<file path="src/rtl/smpte_pattern_gen.sv">
// smpte_pattern_gen: multi-mode registered test-pattern generator (SMPTE layout, 100% bars, checkerboard, black)
// Ports:
//   clk, reset            pixel clock; asynchronous active-low reset
//   hpos, vpos            beam position from hvsync_generator (PW bits)
//   display_on            visible-region flag
//   mode_in, mode_valid   pattern request (0 SMPTE, 1 100% bars, 2 checkerboard, 3 black)
//   mode_ready            high while no mode change is pending
//   mode_active           pattern on screen; changes only at vpos==V_ACTIVE && hpos==0
//   bar_idx, de_out, rgb  registered pixel outputs, one cycle after their inputs
// Build option: define TPG_SCROLL_EN to rotate the bars by one every 2^SCROLL_SHIFT frames.
module smpte_pattern_gen #(
    parameter int H_ACTIVE     = 256,
    parameter int V_ACTIVE     = 240,
    parameter int NUM_BARS     = 7,
    parameter int CW           = 2,
    parameter int PW           = 9,
    parameter int SCROLL_SHIFT = 6
) (
    input  logic            clk,
    input  logic            reset,
    input  logic [PW-1:0]   hpos,
    input  logic [PW-1:0]   vpos,
    input  logic            display_on,
    input  logic [1:0]      mode_in,
    input  logic            mode_valid,
    output logic            mode_ready,
    output logic [1:0]      mode_active,
    output logic [3:0]      bar_idx,
    output logic            de_out,
    output logic [3*CW-1:0] rgb
);
    localparam int            BAR_W    = H_ACTIVE / NUM_BARS;
    localparam logic [CW-1:0] FULL     = CW'((1 << CW) - 1);
    localparam logic [CW-1:0] L75      = CW'((3 * ((1 << CW) - 1)) / 4);
    localparam logic [PW-1:0] V_TOP    = PW'(2 * V_ACTIVE / 3);
    localparam logic [PW-1:0] V_MID    = PW'(3 * V_ACTIVE / 4);
    localparam logic [PW-1:0] V_END    = PW'(V_ACTIVE);
    localparam logic [PW-1:0] PX_LAST  = PW'(BAR_W - 1);
    localparam logic [3:0]    BAR_LAST = 4'(NUM_BARS - 1);

    if (NUM_BARS < 2 || NUM_BARS > 16 || SCROLL_SHIFT < 0) begin : g_bad_param
        $error("smpte_pattern_gen: NUM_BARS must be 2..16 and SCROLL_SHIFT >= 0");
    end

    logic [PW-1:0] px_cnt, px_cur;
    logic [3:0]    bar_cnt, bar_cur, bar_eff;
    logic [2:0]    bar_m7, bar_on, cast_on, on;
    logic [1:0]    pend_mode;
    logic          pend_v, accept, boundary, bar_end;
    logic [CW-1:0] lvl;

    assign boundary   = vpos == V_END && hpos == '0;
    assign accept     = mode_valid && !pend_v;
    assign mode_ready = !pend_v;
    // hpos==0 restarts the bar walk in the same cycle, so every line starts on bar 0
    assign px_cur  = hpos == '0 ? '0 : px_cnt;
    assign bar_cur = hpos == '0 ? '0 : bar_cnt;
    assign bar_end = display_on && px_cur == PX_LAST;

`ifdef TPG_SCROLL_EN
    localparam logic [SCROLL_SHIFT:0] FRM_LAST = (SCROLL_SHIFT + 1)'((1 << SCROLL_SHIFT) - 1);
    logic [SCROLL_SHIFT:0] frm;
    logic [3:0]            rot;
    logic [4:0]            bar_sum;
    assign bar_sum = {1'b0, bar_cur} + {1'b0, rot};
    assign bar_eff = bar_sum >= 5'(NUM_BARS) ? 4'(bar_sum - 5'(NUM_BARS)) : bar_sum[3:0];
    // Any applied mode request restarts the scroll from the unrotated layout.
    always_ff @(posedge clk or negedge reset) begin
        if (!reset) begin
            frm <= '0;
            rot <= '0;
        end else if (boundary) begin
            frm <= pend_v || frm == FRM_LAST ? '0 : frm + (SCROLL_SHIFT + 1)'(1);
            rot <= pend_v || (frm == FRM_LAST && rot == BAR_LAST) ? '0 : rot + 4'(frm == FRM_LAST);
        end
    end
`else
    assign bar_eff = bar_cur;
`endif

    assign bar_m7  = 3'(bar_eff >= 4'd14 ? bar_eff - 4'd14 : bar_eff >= 4'd7 ? bar_eff - 4'd7 : bar_eff);
    // Palette index k: R for k in {0,1,4,5}, G for k<4, B for even k.
    assign bar_on  = {~bar_m7[1], ~bar_m7[2], ~bar_m7[0]};
    // Castellation strip shows palette colour 6-k on even bars, black on odd bars.
    assign cast_on = bar_m7[0] ? 3'b000 : {bar_m7[1], bar_m7[2], 1'b1};
    assign on  = mode_active == 2'd0 ? (vpos < V_TOP ? bar_on : vpos < V_MID ? cast_on : {3{bar_eff == 4'd1}})
               : mode_active == 2'd1 ? bar_on
               : mode_active == 2'd2 ? {3{hpos[3] ^ vpos[3]}}
               : 3'b000;
    assign lvl = mode_active == 2'd0 && vpos < V_MID ? L75 : FULL;

    always_ff @(posedge clk or negedge reset) begin
        if (!reset) begin
            px_cnt      <= '0;
            bar_cnt     <= '0;
            bar_idx     <= '0;
            de_out      <= 1'b0;
            rgb         <= '0;
            mode_active <= 2'd0;
            pend_mode   <= 2'd0;
            pend_v      <= 1'b0;
        end else begin
            px_cnt      <= bar_end ? '0 : px_cur + PW'(display_on);
            bar_cnt     <= bar_end && bar_cur != BAR_LAST ? bar_cur + 4'd1 : bar_cur;
            bar_idx     <= bar_eff;
            de_out      <= display_on;
            rgb         <= display_on ? {{CW{on[2]}} & lvl, {CW{on[1]}} & lvl, {CW{on[0]}} & lvl} : '0;
            mode_active <= boundary && pend_v ? pend_mode : mode_active;
            pend_mode   <= accept ? mode_in : pend_mode;
            pend_v      <= accept || (pend_v && !boundary);
        end
    end
endmodule

</file>
<file path="config.mk">
export PLATFORM = sky130hd
export DESIGN_NAME = smpte_pattern_gen
export DESIGN_NICKNAME = d
export VERILOG_FILES = /design/src/rtl/smpte_pattern_gen.sv
export SDC_FILE = /design/constraint.sdc
export NUM_CORES = 1
export LEC_CHECK = 0
export ABC_AREA = 0
export BUFFER_PORTS_ARGS = -buffer_cell sky130_fd_sc_hd__clkbuf_2
export CORE_UTILIZATION = 53
export DETAILED_ROUTE_END_ITERATION = 7
export MAX_ROUTING_LAYER = met4
export PLACE_DENSITY = 0.82
export SLEW_MARGIN = 10
export SYNTH_ARGS = -nofsm -noshare
export SYNTH_HDL_FRONTEND = slang
export SYNTH_SLANG_ARGS = --single-unit
</file>
<file path="constraint.sdc">
create_clock -name clk -period 2.65 [get_ports clk]
set_input_delay 0.3975 -clock clk [delete_from_list [all_inputs] [get_ports clk]]
set_output_delay 0.3975 -clock clk [all_outputs]
set_load 0.1 [all_outputs]
</file>
==> results of run 1 <==
[power by group]
part / internal (W) / switching, W / leakage, nW
sequential: 0.000506 / 0.0000636 / 0.371
combinational: 0.000125 / 0.000185 / 0.569
clock: 0.000292 / 0.000158 / 0.0552
[flip-flops by register name, summed over array words and instances (netlist names)]
signal	cells
bar_idx	4
rgb	6
de_out	1
pend_mode	2
pend_v	1
mode_active	2
bar_cnt	4
px_cnt	9
[kinds of logic (layout without fill, tap and decap cells)]
family                     Yosys count  count (layout)
muxes                                5               5
buffers and inverters                9              52
xor gates and xnor gates             9               9
adders and majority gates            6               6
and+or+nand+nor                     70              70
AOI/OAI and AO/OA                   37              37
DFF                                 29              29
[worst max-delay path by stage]
stage / cells past startpoint / end / slack, ns / start
3_5_place_dp: 11 / rgb[2] / 0.01 / hpos[6]
4_1_cts: 12 / rgb[3] / 0.34 / hpos[6]
3_3_place_gp: 11 / rgb[2] / 0.12 / hpos[6]
6_report: 12 / rgb[3] / 0.31 / hpos[6]
5_1_grt: 12 / rgb[3] / 0.11 / hpos[1]
2_1_floorplan: 11 / rgb[2] / 0.14 / hpos[6]
[area by class of cell]
cell class / instances / area, um2 / area share (%)
Multi-Input combinational cell: 127 / 905 / 45.1
Sequential cell: 29 / 726 / 36.2
Timing Repair Buffer: 39 / 200 / 9.98
Clock inverter: 3 / 65.1 / 3.24
Tap cell: 44 / 55.1 / 2.74
Clock buffer: 5 / 37.5 / 1.87
Inverter: 5 / 18.8 / 0.935
[per-layer routing]
layer  vias up  share of wire [%]  GRT usage, %
li1        686                  -             -
met1       662                 44          26.8
met4         0                2.7          10.5
met3        11                4.1          5.49
met2        49                 49          40.9
met5         -                  0             -
[placed cells by master (no fill, tap or decap), types with 3 or more instances in the layout]
cell type / count
and2_1: 3
and3_1: 3
nand3_1: 5
a21oi_1: 7
o21a_1: 3
xor2_1: 7
dfrtp_1: 29
clkbuf_2: 37
inv_1: 5
clkbuf_4: 5
nor2_1: 17
nand4_1: 7
o21ai_0: 6
nand2_1: 11
nor2b_1: 3
a31oi_1: 5
nor3_1: 3
mux2_2: 5
ha_1: 6
[stage by stage]
stage | utilization (%) | setup slack, ns | total power, W | cell area [um2] | cells
4_1_cts | 66.3 | 0.339 | 0.00134 | 2010 | 252
2_1_floorplan | - | 0.136 | 0.000801 | 1680 | 165
3_3_place_gp | 62.9 | 0.123 | 0.000873 | 1900 | 244
5_1_grt | 66.3 | 0.107 | 0.00140 | 2010 | 252
3_5_place_dp | 62.9 | 0.0136 | 0.000889 | 1900 | 244
6_report | 66.3 | 0.310 | 0.00133 | 2010 | 252
==> summary.txt, run 1 <==
Global route
  • Tot GR Track Use: 23.9%
  • Largest net degree at the start of global routing: 30
  • Gr ovfl total: 0
  • Number of global-route vias before repair: 1351
  • First-pass GRT wire length: 5900 um
  • Antenna violations before repair: 0

Critical path
  • Most used cell along the critical path: o21ai_0
  • Buf/Inv on CP: 3
  • CP max stage cell: nor4_4
  • Crit-path max FO: 6
  • R2R depth: 9
  • Critical path type: in2reg
  • Largest stage delay on the critical path: 0.32 ns
  • Critical path arrival: 2.53 ns
  • Critical R2R Capture: rgb[2]
  • Crit start category: input port
  • Critical path capture point type: register
  • Delay-heaviest family, CP: compound AO/OA/AOI/OAI gates
  • FF-to-FF Start: bar_cnt[1]
  • CP required: 2.84 ns
  • Worst R2R Setup Slack: 0.50 ns
  • Worst-path cell chain: clkbuf_2, nor4_4, nand3_2, nand2_1, inv_1, ha_1, o211ai_1, buf_4, o211a_1, a21oi_1, o21ai_0, o21ai_0

Cells and area
  • Layout cells sized above 1: 31.7%
  • Antenna fix cells: 0
  • Nets: 237
  • Fill count: 245
  • Area grow syn2layout: 19.2%

Detailed routing
  • Final ANT Viol Nets: 0
  • Vias: 1408
  • DRC Markers: 0
  • Final WL: 3490 um
  • DR iter-0 viols: 41
  • Drt pass-1 iters: 4
  • Routed WL per cell: 13.9 um
  • Via density: 5.59

STA
  • Slew margin rel.: 53.4%
  • RSZ-0062 raised after global routing: no
  • Final period util: 88.3%
  • Fin. Hold Viols: 0
  • Final min period: 2.34 ns
  • Max Slew Vio Count: 0
  • Setup violators final: 0
  • Max Clk Rate: 427 MHz
  • Slew of the pin with the lowest slew margin: 0.699 ns
  • Setup TNS: 0 ns
  • Final hold slack: 0.0990 ns
  • Final Skew: 0.00573 ns

Yosys
  • Ranking of synthesized cells by area: dfrtp_1 (43%), ha_1 (4.5%), nor2_1 (3.8%)
  • Synth warnings: 0
  • Post-Synth Adder-Cell Area: 4.46%
  • Post-synth top area share: 43.1%
  • Cell with the most instances after synthesis: dfrtp_1
  • Cells after Synth: 165
  • #FFs+latches synth: 29
  • Post-synthesis async set-or-reset flop share: 100%
  • XOR/XNOR Fraction of Synth Area: 4.68%
  • Yosys top cell by area: dfrtp_1
  • Net Count, Synth: 195
  • Mux cell area share after synthesis: 3.34%
  • Register area share after synthesis: 43.1%
  • Main combinational cell family by area after synthesis: simple AND/OR/NAND/NOR gates
  • Simple-gate share of the synthesized area: 26.1%
  • Most instantiated cells after synthesis: dfrtp_1 (29), nor2_1 (17), nand2_1 (11)
  • Main synth FF type: dfrtp_1
  • Post-synth EDFFs: 0
  • Compound-Gate Fraction of Synth Area: 15.2%
  • Yosys cell types: 51
  • Mapped cell area: 1680 um2
  • Mean Syn Cell Area: 10.2 um2

Clock network
  • Post-CTS Hold Fix Bufs: 0
  • H-tree depth: 2
  • Post-cts resize count: 0
  • CTS buffer count: 5
  • Clock root buffer: clkbuf_4
  • Latest clock arrival within the worst-skew pair: 0.32 ns
  • Sink Count: 29
  • Post-CTS Setup Bufs: 0
  • Clock Pin Slew Worst Setup and Hold Paths: 0.10 ns
  • TritonCTS clock tree: done
  • CTS max path bufs: 2

Floorplan
  • Die Wd: 58.4 um
  • Core box area: 3030 um2
  • Num rows: 20
  • Die Ht: 58.4 um
  • Die Area: 3410 um2
  • I/O pins: 38
  • Initial Util: 55.6%

Flow run
  • Max Cap Viol: 0

Place
  • HPWL Detailed: 2640 um
  • Global placer's final weighted congestion: 0.927
  • IO Port Bufs: 37

Power
  • Lkg Pwr: 0.996 nW
  • Worst vdd ir: 0.400 mV
  • Power Density: 663 nW/um2

Status
  • Status: complete, no violations

Worst hold path
  • Hold Crit Class: in2async
Power figures use the tool's default switching activity.
==> run 2, diff against run 1 <==
Settings changed: RECOVER_POWER set to 100.
==> run 2 against run 1 <==
  * The run now ends with max-capacitance violations left
  * Cell area is 3.2% lower
  * Flip-flop and latch count stayed put
  * Critical path depth stayed put
  * Setup slack worse by 0.045 ns
  * Final cell count stayed put
  * Sequential power hardly changed
  * Fmax is 1.9% lower
  * Via count is 1.1% lower
  * Critical path type unchanged
  * Largest power group unchanged
==> summary.txt, run 2 (synthesized netlist as in run 1, its figures left out) <==
Status
  • Status: complete, but fails checks
  • Failing checks: max-capacitance violations

Critical path
  • Critical path type: in2reg
  • Worst R2R Setup Slack: 0.44 ns
  • Critical path capture point type: register
  • Critical R2R Capture: px_cnt[5]
  • FF-to-FF Start: px_cnt[6]
  • Crit-path max FO: 6
  • Critical path arrival: 2.57 ns
  • Crit start category: input port
  • R2R depth: 5
  • CP required: 2.84 ns

STA
  • Slew margin rel.: 0.401%
  • Final period util: 90.0%
  • Setup violators final: 0
  • Fin. Hold Viols: 0
  • Final hold slack: 0.300 ns
  • Final min period: 2.38 ns
  • Max Clk Rate: 419 MHz
  • RSZ-0062 raised after global routing: no
  • Max Slew Vio Count: 0
  • Setup TNS: 0 ns
  • Slew of the pin with the lowest slew margin: 1.49 ns
  • Final Skew: 0.00509 ns

Power
  • Sw power: 0.000399 W
  • Sw Share: 30.5%
  • Lkg Pwr: 0.915 nW
  • Clock network power share: 34.2%
  • Worst vdd ir: 0.396 mV
  • Power Density: 674 nW/um2
  • Sequential power share: 43.3%
  • Pint: 0.000911 W
  • Power share of the combinational group: 22.5%

Worst hold path
  • Hold endpoint: pend_mode[1]
  • Hold depth: 2
  • Hold Crit Class: in2reg
  • Hold path startpoint: mode_in[1]

Detailed routing
  • Final ANT Viol Nets: 0
  • Via density: 5.52
  • DRC Markers: 0
  • Routed WL per cell: 13.9 um
  • Final WL: 3500 um
  • Drt pass-1 iters: 4
  • DR iter-0 viols: 39
  • Vias: 1392

Cells and area
  • Commonest cells after routing, fill and taps aside: dfrtp_1 (29), clkbuf_2 (21), nor2_1 (17), clkbuf_1 (17), nand2_1 (11)
  • Area grow syn2layout: 15.3%
  • Top flop regs: px_cnt (9), rgb (6)
  • Nets: 237
  • Commonest non-fill, non-tap cell in the layout: dfrtp_1
  • Register bank with the most flops: px_cnt
  • Antenna fix cells: 0
  • Max reg flops: 9
  • Layout cells sized above 1: 20.7%

Clock network
  • Post-CTS Setup Bufs: 0
  • CTS max path bufs: 2
  • Clock Pin Slew Worst Setup and Hold Paths: 0.09 ns
  • Sink Count: 29
  • Post-CTS Hold Fix Bufs: 0
  • Post-cts resize count: 0
  • H-tree depth: 2
  • Latest clock arrival within the worst-skew pair: 0.32 ns
  • CTS buffer count: 5
  • Clock root buffer: clkbuf_4
  • TritonCTS clock tree: done

Global route
  • Gr ovfl total: 0
  • First-pass GRT wire length: 5900 um
  • Number of global-route vias before repair: 1351
  • Antenna violations before repair: 0
  • Tot GR Track Use: 23.9%
  • Largest net degree at the start of global routing: 30

Floorplan
  • Core box area: 3030 um2
  • Initial Util: 55.6%
  • Die Area: 3410 um2
  • Die Wd: 58.4 um
  • I/O pins: 38
  • Num rows: 20
  • Die Ht: 58.4 um

Flow run
  • Max Cap Viol: 1

Place
  • IO Port Bufs: 37
  • Global placer's final weighted congestion: 0.927
  • HPWL Detailed: 2640 um
run 2: cell types whose count changed in the layout (fill, tap and decap cells not counted), moves of 2 or more:
cell and change:
or2_0 +2, buf_4 -2, and2_0 +2, clkbuf_1 +17, clkbuf_2 -16
run 2: critical path: stages:
cell and delay [ns]:
clkbuf_2 0.10, nor4_4 0.32, nand3_2 0.16, nand2_1 0.14, inv_1 0.10, ha_1 0.25, o211ai_1 0.23, clkbuf_4 0.18
o211a_1 0.19, a21oi_1 0.09, o21ai_0 0.27, o21ai_0 0.15
run 2: metal layers:
metal	routed length (um)	vias to the layer above	part of all wire (%)	global-route usage (%)
met5	0	-	0	-
met1	1560	650	45	26.8
met3	143	11	4.1	5.49
li1	-	685	-	-
met2	1690	46	48	40.9
met4	99	0	2.8	10.5
run 2: layout make-up:
cell class,instances,area (um2)
Clock buffer,5,37.5
Clock inverter,3,65.1
Fill cell,266,1090
Inverter,5,18.8
Multi-Input combinational cell,127,863
Sequential cell,29,726
Tap cell,44,55.1
Timing Repair Buffer,39,176
run 2: how the worst max path moves through the flow:
| stage | startpoint | endpoint | slack (ns) | cells past startpoint |
|---|---|---|---|---|
| floorplan | hpos[6] | rgb[2] | 0.14 | 11 |
| global placement | hpos[6] | rgb[2] | 0.12 | 11 |
| detailed placement | hpos[6] | rgb[2] | 0.01 | 11 |
| CTS | hpos[6] | rgb[3] | 0.34 | 12 |
| global route | hpos[1] | rgb[3] | 0.06 | 12 |
| finish | hpos[6] | rgb[3] | 0.27 | 12 |
run 2: power by group through the flow:
stage	Combinational (W)	Sequential [W]	Clock [W]
floorplan	0.000181	0.000621	0
global placement	0.000300	0.000572	0
detailed placement	0.000311	0.000578	0
CTS	0.000313	0.000569	0.000459
global route	0.000329	0.000579	0.000475
finish	0.000295	0.000567	0.000448
run 2: stage by stage:
step	cell area, um2	cells	setup WS [ns]	util, %	power, W
5_1_grt	1940	252	0.0588	64.1	0.00138
3_3_place_gp	1900	244	0.123	62.9	0.000873
3_5_place_dp	1900	244	0.0136	62.9	0.000889
4_1_cts	2010	252	0.339	66.3	0.00134
6_report	1940	252	0.265	64.1	0.00131
2_1_floorplan	1680	165	0.136	-	0.000801
